===== config.mk =====
export PLATFORM = sky130hd
export DESIGN_NAME = uart_cmd_decode
export DESIGN_NICKNAME = d
export VERILOG_FILES = /design/src/rtl/uart_cmd_pkg.sv /design/src/rtl/uart_cmd_decode.sv
export SDC_FILE = /design/constraint.sdc
export NUM_CORES = 1
export LEC_CHECK = 0
export ABC_AREA = 1
export BUFFER_PORTS_ARGS = -buffer_cell sky130_fd_sc_hd__buf_2
export CORE_MARGIN = 2
export CORE_UTILIZATION = 40
export DETAILED_ROUTE_END_ITERATION = 8
export SLEW_MARGIN = 20
export SYNTH_ARGS = -nofsm -noshare
export SYNTH_HDL_FRONTEND = slang
export SYNTH_SLANG_ARGS = --single-unit

===== constraint.sdc =====
create_clock -name sclk -period 1.9 [get_ports sclk]
set_input_delay 0.475 -clock sclk [delete_from_list [all_inputs] [get_ports sclk]]
set_output_delay 0.475 -clock sclk [all_outputs]
set_load 0.05 [all_outputs]

===== src/rtl/uart_cmd_pkg.sv =====
// Shared types and default constants for the UART host-command decoder.
package uart_cmd_pkg;

    typedef enum logic [1:0] {
        IDLE = 2'd0,
        CMD  = 2'd1,
        DATA = 2'd2,
        DONE = 2'd3
    } state_e;

    localparam logic [7:0] HEAD_DEF   = 8'h55;
    localparam logic [7:0] CMD_WR_DEF = 8'hAA;
    localparam logic [7:0] CMD_RD_DEF = 8'hA5;

    localparam int unsigned CLK_HZ        = 50_000_000;
    localparam int unsigned BAUD          = 9600;
    localparam int unsigned BITS_PER_BYTE = 10;   // start + 8 data + stop

    // Inter-byte timeout expressed in clock cycles for a number of byte-times.
    function automatic int unsigned timeout_cycles(input int unsigned clk_hz,
                                                   input int unsigned baud,
                                                   input int unsigned n_bytes);
        return n_bytes * BITS_PER_BYTE * (clk_hz / baud);
    endfunction

    // Two byte-times at 9600 baud, 50 MHz -> 104160 cycles.
    localparam int unsigned TIMEOUT_DEF = timeout_cycles(CLK_HZ, BAUD, 2);

endpackage


===== src/rtl/uart_cmd_decode.sv =====
// Parses framed host commands (HEAD, CMD, payload) from the UART byte stream
// and drives the SDRAM write FIFO plus write/read trigger pulses.
//
//   state | meaning
//   IDLE  | waiting for HEAD; other bytes dropped silently
//   CMD   | HEAD seen, waiting for the command byte
//   DATA  | write command seen, pushing WR_LEN payload bytes
//   DONE  | last payload byte pushed; one cycle to raise wr_trig
module uart_cmd_decode
    import uart_cmd_pkg::*;
#(
    parameter logic [7:0]  HEAD    = HEAD_DEF,
    parameter logic [7:0]  CMD_WR  = CMD_WR_DEF,
    parameter logic [7:0]  CMD_RD  = CMD_RD_DEF,
    parameter int unsigned WR_LEN  = 4,
    parameter int unsigned TIMEOUT = TIMEOUT_DEF
) (
    input  logic       sclk,
    input  logic       s_rst,
    input  logic [7:0] rx_data,
    input  logic       po_flag,
    output logic       wfifo_wr_en,
    output logic [7:0] wfifo_data,
    output logic       wr_trig,
    output logic       rd_trig,
    output logic       frame_err,
    output logic       busy
);

    localparam int unsigned    GW       = (TIMEOUT > 2) ? $clog2(TIMEOUT) : 1;
    localparam logic [GW-1:0]  GAP_MAX  = GW'(TIMEOUT - 1);
    localparam logic [7:0]     LAST_IDX = 8'(WR_LEN - 1);

    state_e        state_q, state_d;
    logic [7:0]    cnt_q, cnt_d;
    logic [GW-1:0] gap_q, gap_d;
    logic          wr_en_q, wr_en_d;
    logic [7:0]    data_q, data_d;
    logic          wr_trig_q, wr_trig_d;
    logic          rd_trig_q, rd_trig_d;
    logic          err_q, err_d;
    logic          busy_q, busy_d;
    logic [GW-1:0] gap_inc;

    // State, counters and all outputs are registered; reset clears everything.
    always_ff @(posedge sclk or posedge s_rst) begin
        if (s_rst) begin
            state_q   <= IDLE;
            cnt_q     <= '0;
            gap_q     <= '0;
            wr_en_q   <= 1'b0;
            data_q    <= '0;
            wr_trig_q <= 1'b0;
            rd_trig_q <= 1'b0;
            err_q     <= 1'b0;
            busy_q    <= 1'b0;
        end else begin
            state_q   <= state_d;
            cnt_q     <= cnt_d;
            gap_q     <= gap_d;
            wr_en_q   <= wr_en_d;
            data_q    <= data_d;
            wr_trig_q <= wr_trig_d;
            rd_trig_q <= rd_trig_d;
            err_q     <= err_d;
            busy_q    <= busy_d;
        end
    end

    // Next-state, counter and next-output decode; a byte always beats the timeout.
    always_comb begin
        state_d   = state_q;
        cnt_d     = cnt_q;
        gap_d     = '0;
        wr_en_d   = 1'b0;
        data_d    = data_q;
        wr_trig_d = 1'b0;
        rd_trig_d = 1'b0;
        err_d     = 1'b0;
        gap_inc   = (gap_q == GAP_MAX) ? gap_q : gap_q + GW'(1);

        unique case (state_q)
            IDLE: begin
                if (po_flag && rx_data == HEAD) begin
                    state_d = CMD;
                end
            end
            CMD: begin
                if (po_flag) begin
                    if (rx_data == CMD_WR) begin
                        state_d = DATA;
                        cnt_d   = '0;
                    end else if (rx_data == CMD_RD) begin
                        rd_trig_d = 1'b1;
                        state_d   = IDLE;
                    end else begin
                        // A repeated HEAD is also an error: no resync.
                        err_d   = 1'b1;
                        state_d = IDLE;
                    end
                end else if (gap_q == GAP_MAX) begin
                    err_d   = 1'b1;
                    state_d = IDLE;
                end else begin
                    gap_d = gap_inc;
                end
            end
            DATA: begin
                if (po_flag) begin
                    wr_en_d = 1'b1;
                    data_d  = rx_data;
                    cnt_d   = cnt_q + 8'd1;
                    if (cnt_q == LAST_IDX) begin
                        state_d = DONE;
                    end
                end else if (gap_q == GAP_MAX) begin
                    // Already-pushed bytes stay in the FIFO; consumer flushes on error.
                    err_d   = 1'b1;
                    state_d = IDLE;
                end else begin
                    gap_d = gap_inc;
                end
            end
            DONE: begin
                wr_trig_d = 1'b1;
                state_d   = IDLE;
            end
            default: begin
                state_d = IDLE;
            end
        endcase

        busy_d = (state_d != IDLE);
    end

    assign wfifo_wr_en = wr_en_q;
    assign wfifo_data  = data_q;
    assign wr_trig     = wr_trig_q;
    assign rd_trig     = rd_trig_q;
    assign frame_err   = err_q;
    assign busy        = busy_q;

endmodule


==> impl_metrics.toml <==
[status]
status = "completed"

[clocking]
cts-root-buf = "clkbuf_8"
cts_hold_buf = 0
path_clk_slew_ns = 0.08
cts_setup_buffers = 0
cts_tree = "done"
clock-sinks = 40
clock_latency_ns = 0.30
cts_resized = 0
cts_max_path_buffers = 2
htreeDepth = 2
cts_buffers = 5

[setup_path]
cp-endpoint = "cnt_q[2]$_DFFE_PP0P_"
arrival_ns = 1.86
critPathCaptureType = "register"
critPathLaunchType = "register"
critical_path_class = "reg2reg"
reg2reg_slack_ns = 0.22
reg2reg_from = "state_q[0]$_DFF_PP0_"
crit_required_ns = 2.08
startpoint = "state_q[0]$_DFF_PP0_"
crit_fanout = 11
worst-r2r-cell-count = 7
reg2reg_to = "cnt_q[2]$_DFFE_PP0P_"

[logic_synthesis]
synth_edf_count = 0
synth_commonest_cells = "68 x nand2_1, 40 x dfrtp_1, 37 x inv_1"
ys_ff_latch = 40
yosysWarnings = 0
synth.top_cell.area_share_pct = 46.0
synth_area_um2 = 2180
synthArstFlopShare_pct = 100
synthFlopType = "dfrtp_1"
ys_types = 37
syn-mean-instance-area_um2 = 8.03
synth.yosys.seq_area_share_pct = 46.0
synth_area_leaders = "dfrtp_1 46%, nand2_1 12%, inv_1 6.4%"
synth_most_common_cell = "nand2_1"
netlist_instances = 271
yosys.area.top_type = "dfrtp_1"
synth_fp_nets = 288

[floorplan]
die_area_um2 = 6050
dieHeight_um = 77.8
start_util_pct = 42.1
fp-row-count = 26
die-width_um = 77.8
ioPinCount = 24
core-area_um2 = 5170

[final_layout]
fin_cells = 371
drive_gt1_share_pct = 17.9
fin_util_pct = 48.1
stdcell_area_um2 = 2490
area_delta_synth_final_pct = 14.2
nets = 317
diodes = 0

[power_and_ir_drop]
power_mw = 2.89
powerDensity_nw_per_um2 = 1160
ir_drop_v = 0.000698
power_leakage_nw = 1.23

[sta]
finalMaxSlewViolations = 0
fin_crit_ns = 1.68
fin_tns_setup_ns = 0
grt_setup_unrepaired = "false"
finalHoldViolCount = 0
min_period_over_period_pct = 88.4
setup_ws_ns = 0.221
hold_ws_ns = 0.283
tightest_slew_ns = 0.509
skew_ns = 0.00997
setup_violations = 0
relSlewSlack_pct = 66.1
fmax_ghz = 0.595

[drt]
met3WireLength_um = 194
vias_per_cell = 4.76
met1_length_um = 2260
met2_length_um = 1880
dr.first_iter.drc_count = 102
routed_wl_um = 4380
ant_nets = 0
post_drt_wl_per_cell_um = 11.8
first_pass_iters = 4
routed.top_layer = "met4"
drcViolationCount = 0
vias = 1767

[place]
dpl.cell_count = 363
portBuffers = 23
routabilityCongestion = 0.784
dp_slack_ns = 0.243
dpl.hpwl_um = 3240
place_area_um2 = 2370

[global_routing]
grt_max_degree = 41
antenna_found_initial = 0
grt_pass1_wl_um = 7980
overflow = 0
grt_pass1_vias = 1709
grt_usage_pct = 16.5

[flow_run]
cap_violations = 0

[worst_hold_path]
min_path_type = "in2async"
-- flip-flops by register name, summed over array words and instances (netlist names) --
name / flops
wfifo_wr_en: 1
state_q: 2
busy: 1
wr_trig: 1
gap_q: 17
rd_trig: 1
frame_err: 1
cnt_q: 8
wfifo_data: 8
-- layout by cell type, fill, tap and decap left out, types with 2 or more instances in the layout --
cell type,instances
nand3_1,18
nand3_2,3
clkbuf_8,5
o21ai_1,4
nand2_2,3
nor3_1,7
buf_2,23
nor2_1,30
o21ai_0,7
a31oi_1,2
nor2_2,4
nor3b_1,2
xor2_1,6
a21oi_1,9
nand4_1,4
dfrtp_1,40
buf_4,3
ha_1,6
nand2_1,68
inv_1,37
o21a_1,2
-- per-layer routing --
layer	up-vias	GRT usage [%]
met2	44	24.7
met4	0	5.36
li1	916	-
met3	5	3.72
met1	802	23.8
met5	-	0
-- worst min-delay path by stage --
stage,to,depth (start not counted),slack (ns)
CTS,gap_q[13]$_DFF_PP0_,3,0.31
global route,gap_q[2]$_DFF_PP0_,3,0.33
floorplan,gap_q[16]$_DFF_PP0_,1,0.43
detailed placement,wfifo_data[1]$_DFFE_PP0P_,2,0.46
finish,gap_q[3]$_DFF_PP0_,3,0.28
global placement,gap_q[0]$_DFF_PP0_,1,0.46
-- cell type report --
| type | instances | area (µm²) |
|---|---|---|
| Timing Repair Buffer | 26 | 138 |
| Sequential cell | 40 | 1000 |
| Multi-Input combinational cell | 189 | 1010 |
| Clock inverter | 3 | 42.5 |
| Inverter | 38 | 143 |
| Clock buffer | 5 | 68.8 |
| Fill cell | 528 | 2690 |
| Tap cell | 70 | 87.6 |
-- worst max-delay path: stages (launching register included) --
cell     delay, ns
dfrtp_1       0.41
inv_1         0.13
ha_1          0.33
nor2_1        0.14
nor2_2        0.19
nand2_2       0.18
a21oi_1       0.16
a21oi_1       0.05
-- power breakdown --
group	switching (mW)	leakage [nW]	internal [mW]
registers	0.120	0.546	1.02
clock network	0.323	0.0541	0.389
logic	0.750	0.628	0.292
total	1.19	1.23	1.70
-- cell families after synthesis --
logic type | synth area share [%]
and+or+nand+nor | 31.3
buffers and inverters | 7.82
DFF | 46.0
AOI/OAI and AO/OA | 8.62
xor gates and xnor gates | 2.82
adders and majority gates | 3.45
(Power assumes the default switching activity.)
